[src/rtl/hex_display_pkg.sv]
// rtl/hex_display_pkg.sv - shared constants and anode polarity helpers for the hex display scanner
package hex_display_pkg;

  localparam int NIBBLE_W             = 4;
  localparam int DEFAULT_REFRESH_DIV  = 50000;
  localparam int DEFAULT_BLANK_CYCLES = 500;

  // Level that switches a digit's anode on for the configured polarity.
  function automatic logic an_on(input bit active_low);
    return active_low ? 1'b0 : 1'b1;
  endfunction

  // Level that keeps a digit's anode off for the configured polarity.
  function automatic logic an_off(input bit active_low);
    return active_low ? 1'b1 : 1'b0;
  endfunction

endpackage

[src/rtl/scan_prescaler.sv]
// rtl/scan_prescaler.sv - slot counter and digit index generator for the hex display scanner
module scan_prescaler
  import hex_display_pkg::*;
#(
  parameter int NUM_DIGITS   = 4,
  parameter int REFRESH_DIV  = DEFAULT_REFRESH_DIV,
  parameter int BLANK_CYCLES = DEFAULT_BLANK_CYCLES,
  localparam int IW          = (NUM_DIGITS > 2) ? $clog2(NUM_DIGITS) : 1
) (
  input  logic          clk,
  input  logic          rst,
  output logic [IW-1:0] idx_next,
  output logic          slot_start,
  output logic          blank_active,
  output logic          frame_end
);

  localparam int CW = $clog2(REFRESH_DIV);
  localparam logic [CW-1:0] CNT_LAST  = CW'(REFRESH_DIV - 1);
  localparam logic [CW-1:0] BLANK_END = CW'(BLANK_CYCLES);
  localparam logic [IW-1:0] IDX_LAST  = IW'(NUM_DIGITS - 1);

  logic [CW-1:0] cnt;
  logic [CW-1:0] cnt_next;
  logic [IW-1:0] idx;
  logic          cnt_wrap;

  // Next slot position; the status flags describe the cycle about to begin,
  // except frame_end which marks the current (last) cycle of the frame.
  always_comb begin
    cnt_wrap     = (cnt == CNT_LAST);
    cnt_next     = cnt_wrap ? '0 : cnt + 1'b1;
    idx_next     = idx;
    if (cnt_wrap) begin
      idx_next = (idx == IDX_LAST) ? '0 : idx + 1'b1;
    end
    slot_start   = cnt_wrap;
    blank_active = (cnt_next < BLANK_END);
    frame_end    = cnt_wrap && (idx == IDX_LAST);
  end

  // Slot counter and digit index registers.
  always_ff @(posedge clk) begin
    if (rst) begin
      cnt <= '0;
      idx <= '0;
    end else begin
      cnt <= cnt_next;
      idx <= idx_next;
    end
  end

endmodule

[src/rtl/hex_display_scan.sv]
// rtl/hex_display_scan.sv - 7-seg display scanner with frame-synchronous shadow load; HEX_DISPLAY_SCAN_LZB_EN adds leading-zero blanking
module hex_display_scan
  import hex_display_pkg::*;
#(
  parameter int NUM_DIGITS    = 4,
  parameter int REFRESH_DIV   = DEFAULT_REFRESH_DIV,
  parameter int BLANK_CYCLES  = DEFAULT_BLANK_CYCLES,
  parameter int ACTIVE_LOW_AN = 1
) (
  input  logic                           clk,
  input  logic                           rst,
  input  logic                           load,
  input  logic [NIBBLE_W*NUM_DIGITS-1:0] value,
  input  logic [NUM_DIGITS-1:0]          dp_in,
  output logic [NIBBLE_W-1:0]            nibble,
  output logic                           dp,
  output logic [NUM_DIGITS-1:0]          an,
  output logic                           pend
);

  localparam int   IW         = (NUM_DIGITS > 2) ? $clog2(NUM_DIGITS) : 1;
  localparam int   DW         = NIBBLE_W * NUM_DIGITS;
  localparam logic AN_ON_LVL  = an_on(ACTIVE_LOW_AN != 0);
  localparam logic AN_OFF_LVL = an_off(ACTIVE_LOW_AN != 0);

  logic [IW-1:0]         idx_next;
  logic                  slot_start;
  logic                  blank_active;
  logic                  frame_end;

  logic [DW-1:0]         disp, disp_next;
  logic [DW-1:0]         shadow, shadow_next;
  logic [NUM_DIGITS-1:0] disp_dp, disp_dp_next;
  logic [NUM_DIGITS-1:0] shadow_dp, shadow_dp_next;
  logic                  pend_next;
  logic [NIBBLE_W-1:0]   nibble_next;
  logic                  dp_next;
  logic [NUM_DIGITS-1:0] an_next;
  logic                  hide;

  scan_prescaler #(
    .NUM_DIGITS   (NUM_DIGITS),
    .REFRESH_DIV  (REFRESH_DIV),
    .BLANK_CYCLES (BLANK_CYCLES)
  ) u_prescaler (
    .clk          (clk),
    .rst          (rst),
    .idx_next     (idx_next),
    .slot_start   (slot_start),
    .blank_active (blank_active),
    .frame_end    (frame_end)
  );

  // Shadow/display update: loads park in the shadow until the frame
  // boundary; a load landing on the boundary itself goes straight through.
  always_comb begin
    disp_next      = disp;
    disp_dp_next   = disp_dp;
    shadow_next    = shadow;
    shadow_dp_next = shadow_dp;
    pend_next      = pend;
    if (frame_end) begin
      if (load) begin
        disp_next      = value;
        disp_dp_next   = dp_in;
        shadow_next    = value;
        shadow_dp_next = dp_in;
        pend_next      = 1'b0;
      end else if (pend) begin
        disp_next      = shadow;
        disp_dp_next   = shadow_dp;
        pend_next      = 1'b0;
      end
    end else if (load) begin
      shadow_next    = value;
      shadow_dp_next = dp_in;
      pend_next      = 1'b1;
    end
  end

  // Digit selection for the slot about to start; uses the post-boundary
  // display so a newly committed value appears from digit 0 of the frame.
  always_comb begin
    nibble_next = '0;
    dp_next     = 1'b0;
    for (int i = 0; i < NUM_DIGITS; i++) begin
      if (int'(idx_next) == i) begin
        nibble_next = disp_next[NIBBLE_W*i +: NIBBLE_W];
        dp_next     = disp_dp_next[i];
      end
    end
  end

`ifdef HEX_DISPLAY_SCAN_LZB_EN
  logic lzb_hide;
  logic lzb_hide_next;

  // A digit above 0 is suppressed when it and every digit to its left are
  // zero with no decimal point requested on it.
  always_comb begin
    lzb_hide_next = (idx_next != '0);
    for (int i = 0; i < NUM_DIGITS; i++) begin
      if (i >= int'(idx_next)) begin
        if ((disp_next[NIBBLE_W*i +: NIBBLE_W] != '0) ||
            ((int'(idx_next) == i) && disp_dp_next[i])) begin
          lzb_hide_next = 1'b0;
        end
      end
    end
  end

  // Blanking decision is frozen at slot start for the whole slot.
  always_ff @(posedge clk) begin
    if (rst) begin
      lzb_hide <= 1'b0;
    end else if (slot_start) begin
      lzb_hide <= lzb_hide_next;
    end
  end

  assign hide = blank_active || lzb_hide;
`else
  assign hide = blank_active;
`endif

  // Anode pattern for the next cycle: all off while blanking, else one-hot.
  always_comb begin
    for (int i = 0; i < NUM_DIGITS; i++) begin
      an_next[i] = (!hide && (int'(idx_next) == i)) ? AN_ON_LVL : AN_OFF_LVL;
    end
  end

  // State and output registers; nibble/dp only change when a slot begins.
  always_ff @(posedge clk) begin
    if (rst) begin
      disp      <= '0;
      disp_dp   <= '0;
      shadow    <= '0;
      shadow_dp <= '0;
      pend      <= 1'b0;
      nibble    <= '0;
      dp        <= 1'b0;
      an        <= {NUM_DIGITS{AN_OFF_LVL}};
    end else begin
      disp      <= disp_next;
      disp_dp   <= disp_dp_next;
      shadow    <= shadow_next;
      shadow_dp <= shadow_dp_next;
      pend      <= pend_next;
      an        <= an_next;
      if (slot_start) begin
        nibble <= nibble_next;
        dp     <= dp_next;
      end
    end
  end

endmodule

[config.mk]
export PLATFORM = sky130hd
export DESIGN_NAME = hex_display_scan
export DESIGN_NICKNAME = d
export VERILOG_FILES = /design/src/rtl/hex_display_pkg.sv /design/src/rtl/scan_prescaler.sv /design/src/rtl/hex_display_scan.sv
export SDC_FILE = /design/constraint.sdc
export NUM_CORES = 1
export LEC_CHECK = 0
export ABC_CLOCK_PERIOD_IN_PS = 2100
export CORE_ASPECT_RATIO = 0.5
export CORE_MARGIN = 2
export CORE_UTILIZATION = 51
export CTS_CLUSTER_SIZE = 30
export DETAILED_ROUTE_END_ITERATION = 10
export GPL_TIMING_DRIVEN = 0
export HOLD_SLACK_MARGIN = 0.15
export MAX_ROUTING_LAYER = met4
export PLACE_DENSITY = 0.81
export SLEW_MARGIN = 20
export SYNTH_ARGS = -nofsm -noshare
export SYNTH_HDL_FRONTEND = slang
export SYNTH_SLANG_ARGS = --single-unit
[constraint.sdc]
create_clock -name clk -period 2.1 [get_ports clk]
set_input_delay 0.42 -clock clk [delete_from_list [all_inputs] [get_ports clk]]
set_output_delay 0.42 -clock clk [all_outputs]
set_load 0.005 [all_outputs]
==> results of run 1 <==
-- power groups by stage --
stage	combinational, W	clock, W	sequential (W)
after floorplan	0.000113	0	0.00136
after global placement	0.000185	0	0.00137
after detailed placement	0.000191	0	0.00137
after CTS	0.000204	0.00140	0.00134
after global routing	0.000228	0.00145	0.00134
final	0.000213	0.00139	0.00133
-- tightest hold or removal path, delay by kind of cell (launching register included) --
family / cells / cell delay (ns)
flip-flops: 1 / 0.31
AO/OA/AOI/OAI: 1 / 0.05
AND/OR/NAND/NOR: 1 / 0.06
-- cells by family (layout without fill, tap and decap cells) --
family / Yosys count / count (layout)
XOR/XNOR: 13 / 13
adder cells (fa/ha/maj): 2 / 2
AO/OA/AOI/OAI: 66 / 66
buffers and inverters: 31 / 101
multiplexers: 29 / 29
AND/OR/NAND/NOR: 159 / 159
flip-flops: 68 / 68
-- state kept, by name, indices dropped and copies added (netlist names) --
name             count
u_prescaler.idx      2
shadow_dp            4
nibble               4
shadow              16
u_prescaler.cnt     16
dp                   1
pend                 1
an                   4
disp_dp              4
disp                16
-- cells in the final DEF (no fill, tap or decap), types with 3 or more instances in the layout --
cell type / count
a21oi_2: 3
xnor2_1: 7
a41oi_1: 3
clkdlybuf4s50_1: 30
o21a_1: 3
or3_1: 5
dfxtp_4: 5
clkbuf_1: 12
o21ai_0: 6
o22ai_2: 3
o32a_1: 4
nor2_1: 78
nand3_1: 6
inv_1: 8
and3_1: 3
dfxtp_1: 58
a211oi_2: 5
buf_2: 3
dfxtp_2: 5
o22a_1: 3
and2_1: 3
nand2b_1: 5
o21ai_1: 4
a21o_1: 4
nor3_1: 9
a21oi_1: 5
mux2_4: 3
mux2i_1: 23
buf_6: 6
xor2_1: 6
nand2_1: 19
nor3_2: 4
o221ai_2: 3
clkbuf_16: 9
o22ai_1: 8
buf_4: 24
o211ai_1: 3
-- cell usage after synthesis, drive strengths merged, types with 2 or more instances --
cell type  count
nand2b         5
buf           12
dfxtp         68
a211oi         6
o22a           3
nand2         20
o211ai         3
xor2           6
nand3          7
nor3          14
or2            4
a21o           4
a41oi          3
nand4          3
a21oi          8
o21ai         11
nor3b          2
o21a           3
xnor2          7
a32o           2
or3            5
nor4b          2
nor4           3
inv            8
nor2          80
o221ai         3
ha             2
and2           5
o22ai         11
and3           5
mux2i         25
mux2           4
o32a           4
clkbuf        11
-- final cells by class --
cell class	instances	area, um2	area share (%)
Tap cell	88	110.1	2.513
Timing Repair Buffer	56	531.8	12.14
Buffer	21	135.1	3.084
Clock inverter	4	25.02	0.5711
Inverter	8	30.03	0.6853
Sequential cell	68	1386	31.64
Multi-Input combinational cell	269	1917	43.75
Clock buffer	12	246.5	5.625
-- what timing repair did --
action | 4_1_cts | 5_1_grt
gates resized for setup | 35 | 22
cloned | 1 | 0
setup endpoints to repair | 13 | 22
buffers inserted | 21 | 5
hold buffers | 0 | 0
pin swaps | 18 | 11
-- path summary, 6_finish.rpt --
path / start / endpoint / slack [ns] / cells past startpoint
hold reg to reg: nibble[3] / nibble[3] / 0.47 / 2
setup / recovery: u_prescaler.cnt[11] / nibble[1] / -0.14 / 7
hold / removal: nibble[3] / nibble[3] / 0.47 / 2
setup reg to reg: u_prescaler.cnt[11] / nibble[1] / -0.14 / 7
-- layer usage --
layer / routed length (um) / up-vias / track usage (%)
met5: 0 / - / -
met4: 378 / 0 / 14.45
met3: 718 / 46 / 7.692
met2: 4597 / 173 / 47.45
met1: 3759 / 1490 / 32.21
li1: - / 1435 / -
-- metrics by stage --
| step | std cells | TNS (ns) | hold WS [ns] | worst slack, ns |
|---|---|---|---|---|
| final | 526 | -0.5797 | 0.4651 | -0.1403 |
| after global routing | 526 | -1.376 | 0.4722 | -0.2060 |
| after CTS | 522 | -0.2735 | 0.4640 | -0.07633 |
| after detailed placement | 486 | -2.477 | 0.4475 | -0.3887 |
| after global placement | 486 | -1.908 | 0.4386 | -0.3106 |
| after floorplan | 368 | 0 | 0.4280 | 0.01788 |
==> summary.txt, run 1 <==
Outcome = finished, violations left
Failing checks = negative setup slack
Ys async rst share = 0%
PwrDens = 670.7 nW/um2
Worst Tran Pin Value = 0.7644 ns
CTS tree = built
Mux share of post-synthesis cell area = 9.414%
H-tree levels = 3
Syn Nets = 393
Root buf cell = clkbuf_16
Critical path type = reg -> reg
Die H = 60.62 um
Post-Route Skew = 0.008356 ns
Combinational share of power = 7.3%
Vias per cell = 5.977
Final ANT Viol Nets = 0
WL final = 9453 um
P_int = 0.002240 W
Fin. Hold Viols = 0
Tcrit/Tclk final = 106.7%
Clock Tree Buf Depth = 2
DR WL/cell = 17.97 um
Synth top area share = 41.64%
LEAKAGE = 1.727 nW
Vias = 3144
Grt ovf = 0
Total GRT Usage = 28.48%
DRC Markers = 0
P&R area growth vs syn = 34.02%
Later-pin clock latency in the skew report = 0.34 ns
Largest net degree at the start of global routing = 12
Syn Area/Cell = 8.884 um2
Worst Path Required = 2.30 ns
Maximum VDD drop = 0.0005224 V
Placed Area = 3704 um2
Synth Flop Type = dfxtp_1
Switching Fraction = 23.78%
First-pass iteration count of the detailed router = 5
Register bit total from synthesis = 68
First-pass GRT wire length = 14400 um
Core area = 6131 um2
XOR/XNOR share of the synthesized area = 3.483%
Final Cell Area = 4382 um2
Die X = 117.2 um
# setup viols final = 7
Worst Path Arrival = 2.44 ns
CP max FO = 8
Crit path time final = 2.240 ns
Syn. warnings = 0
Adder-cell share of the synthesized area = 0.7654%
Cell Area, Synth = 3269 um2
Hold/Removal Path Class = reg -> reg
Share of power burned in registers = 45.4%
Final Wtd Congestion = 0.8872
Power, Total = 0.002939 W
Fill cells = 401
Die area = 7106 um2
Largest area contributor in the netlist = dfxtp_1
Num Clock Sinks = 68
Mapped Cells = 368
DP Wirelength = 5775 um
Row Count = 20
Fin worst setup slack = -0.1403 ns
Max-slew violation count = 0
Sequential fraction of the synthesis area = 41.64%
Max Cap Viol = 0
Total CTS buffers = 9
I/O pin total = 33
Synth Area in Compound Gates = 15.23%
Startpoint Class = flop
Clk network pwr share = 47.3%
I/O Buffers = 30
Vias in the first global route = 2946
Clock Pin Slew Worst Setup and Hold Paths = 0.05 ns
# diodes = 0
Nets = 458
Achievable frequency = 0.4464 GHz
Worst Path Buf+Inv = 1
RSZ-0062 raised after global routing = yes
1st-iter DRT viols = 428
Slowest stage delay, CP = 0.36 ns
Layout cells sized above 1 = 24.43%
Critical Path, Cell by Cell = nor4b_4 -> and4_1 -> buf_6 -> mux2i_4 -> mux2_4 -> o211ai_1 -> a211oi_2
Largest family of logic cells by synthesized area = simple AND/OR/NAND/NOR gates
Initial core utilization = 53.33%
Critical-path top delay cell = dfxtp_4
Synth Area in Simple Gates = 24.61%
NetSw = 0.0006988 W
Slew headroom = 49.04%
EDFF count, synth = 0
Synth cell types = 61
Initial antenna violation count = 0
Critical path endpoint category = flop
Final Util = 71.47%
Worst path top cell family by delay = multiplexers
Top cells by area, synth = dfxtp_1 (42%), nor2_1 (9.1%), mux2i_1 (7.3%), nand2_1 (2.3%), o22ai_1 (1.9%)
Power figures use the tool's default switching activity.
==> run 2, diff against run 1 <==
- GPL_TIMING_DRIVEN: 0 -> 1
==> summary.txt, run 2 (synthesized netlist as in run 1, its figures left out) <==
Largest net degree at the start of global routing = 26 (+14)
HP Start = rst
Critical path endpoint category = flop
Initial antenna violation count = 0 (unchanged)
Num Clock Sinks = 68 (unchanged)
Core area = 6131 um2 (unchanged)
Failing checks = negative setup slack
First-pass GRT wire length = 14430 um (+0.24%)
Hold_buf cts = 0 (unchanged)
Total CTS buffers = 9 (unchanged)
PwrDens = 642.9 nW/um2 (-4.2%)
Die H = 60.62 um (unchanged)
I/O Buffers = 32 (+6.7%)
Setup crit start = u_prescaler.cnt[11]
Placed Area = 4115 um2 (+11%)
FF-to-FF End = nibble[2]
CP max FO = 3 (-5)
Min Hold Slack = 0.3564 ns (-0.1087 ns)
Most common cell after layout, fill and taps aside = nor2_1
Root buf cell = clkbuf_16
Hold/Removal Path Class = in -> reg
DRC Markers = 0 (unchanged)
Vias in the first global route = 2984 (+1.3%)
Die area = 7106 um2 (unchanged)
Final non-filler cell total = 564 (+7.2%)
Power, Total = 0.002994 W (+1.9%)
# setup viols final = 5 (-2)
DP Wirelength = 6085 um (+5.4%)
Vias per cell = 5.527 (-7.5%)
Worst Path Required = 2.35 ns (+0.05 ns)
Placed instance count = 534 (+9.9%)
Final Wtd Congestion = 0.9165 (+3.3%)
DR WL/cell = 16.70 um (-7.1%)
Post-Route Skew = 0.009277 ns (+0.0009204 ns)
Row Count = 20 (unchanged)
H-tree levels = 3 (unchanged)
Total GRT Usage = 28.04% (-0.45 points)
Worst Path Arrival = 2.42 ns (-0.02 ns)
Maximum VDD drop = 0.0004219 V (-19%)
Multi-input logic area = 1893 um2 (-1.2%)
1st-iter DRT viols = 238 (-44%)
P&R area growth vs syn = 42.44%
Worst Path Buf+Inv = 2 (+1)
Fin worst setup slack = -0.06524 ns (+0.07502 ns)
Later-pin clock latency in the skew report = 0.34 ns (about the same)
Outcome = finished, violations left
Initial core utilization = 53.33% (unchanged)
Startpoint Class = flop
Achievable frequency = 0.4618 GHz (+3.5%)
Tcrit/Tclk final = 103.1% (-3.6 points)
Slowest stage delay, CP = 0.33 ns (-0.03 ns)
CTS tree = built
Critical-path top delay cell = dfxtp_2
Reg area = 1366 um2 (-1.4%)
Fill cells = 415 (+3.5%)
Die X = 117.2 um (unchanged)
WL final = 9419 um (-0.36%)
Clock Tree Buf Depth = 2 (unchanged)
Max-slew violation count = 0 (unchanged)
LEAKAGE = 1.962 nW (+14%)
I/O pin total = 33 (unchanged)
Critical path type = reg -> reg
Slew headroom = 79.25% (+30 points)
Vias = 3117 (-0.86%)
Hold path endpoint = u_prescaler.cnt[2]
Grt ovf = 0 (unchanged)
RSZ-0062 raised after global routing = yes
Top Registers = disp x16, shadow x16, u_prescaler.cnt x16
Layout cells sized above 1 = 30.88% (+6.5 points)
Worst r2r src = u_prescaler.cnt[11]
Clock Pin Slew Worst Setup and Hold Paths = 0.05 ns (about the same)
Crit path time final = 2.165 ns (-0.07502 ns)
Final Cell Area = 4657 um2 (+6.3%)
Final ANT Viol Nets = 0 (unchanged)
Critical Path, Cell by Cell = nor4b_4 -> buf_4 -> nand4_4 -> nor3b_4 -> buf_6 -> mux2_4 -> mux2i_4 -> a21oi_2 -> a211oi_2
Max Cap Viol = 0 (unchanged)
Worst Hold Depth = 2 (unchanged)
Worst path top cell family by delay = simple AND/OR/NAND/NOR gates
Nets = 498 (+8.7%)
Most frequent cells in the layout = nor2_1 (79), buf_4 (78), dfxtp_1 (64)
R2r worst-path depth = 9 (+2)
# diodes = 0 (unchanged)
Reg2reg setup slack = -0.07 ns (+0.08 ns)
First-pass iteration count of the detailed router = 5 (unchanged)
Fin. Hold Viols = 0 (unchanged)
Worst Tran Pin Value = 0.3047 ns (-0.4596 ns)
[run 2: changes by cell type in the layout (fill, tap and decap cells not counted), moves of 2 or more]
cell / previous run / this run
buf_8: 2 / 0
clkinv_2: 2 / 0
a21oi_2: 3 / 1
a21oi_1: 5 / 7
clkbuf_1: 12 / 3
buf_4: 24 / 78
dfxtp_1: 58 / 64
dfxtp_4: 5 / 0
[run 2: area by class of cell]
type / instances / area share (%)
multi-input combinational: 269 / 40.65
sequential: 68 / 29.34
timing repair buffer: 117 / 21.12
clock buffer: 12 / 5.078
tap: 88 / 2.364
clock inverter: 2 / 0.8060
inverter: 8 / 0.6448
[run 2: metrics by stage]
step                utilization [%]  TNS, ns  worst slack (ns)
finish                        75.96  -0.2285          -0.06524
global route                  75.96  -0.6411           -0.1659
CTS                           73.18  -0.1811          -0.08396
detailed placement            67.12  -0.6007           -0.2349
global placement              67.12  -0.4702           -0.2215
floorplan                         -        0           0.01788
[run 2: what timing repair did]
action | 4_1_cts | 5_1_grt
resized for setup | 18 | 18
buffers inserted | 3 | 13
pin swaps | 6 | 18
setup endpoints to repair | 8 | 10
[run 2: worst max path at each step]
stage / to / slack, ns / cells after the start
6_report: nibble[2] / -0.07 / 9
5_1_grt: nibble[2] / -0.17 / 9
4_1_cts: nibble[0] / -0.08 / 9
3_5_place_dp: nibble[2] / -0.23 / 8
3_3_place_gp: nibble[2] / -0.22 / 8
2_1_floorplan: nibble[1] / 0.02 / 8
[run 2: report_power, final]
part | switching (W) | total, W | internal (W)
Clock | 0.000533 | 0.00144 | 0.000906
Sequential | 0.0000167 | 0.00134 | 0.00132
Combinational | 0.000108 | 0.000217 | 0.000109
Total | 0.000657 | 0.00299 | 0.00234
[run 2: layer usage]
metal | GRT usage [%] | share of wire, % | vias up
met5 | - | 0 | -
met4 | 9.916 | 2.0 | 0
met2 | 47.04 | 49 | 101
li1 | - | - | 1502
met3 | 6.993 | 5.9 | 19
met1 | 33.39 | 43 | 1495
[run 2: worst register-to-register path, cell delays in order (launching register included)]
cell      delay (ns)
dfxtp_2         0.33
nor4b_4         0.30
buf_4           0.17
nand4_4         0.14
nor3b_4         0.23
buf_6           0.14
mux2_4          0.32
mux2i_4         0.18
a21oi_2         0.09
a211oi_2        0.19
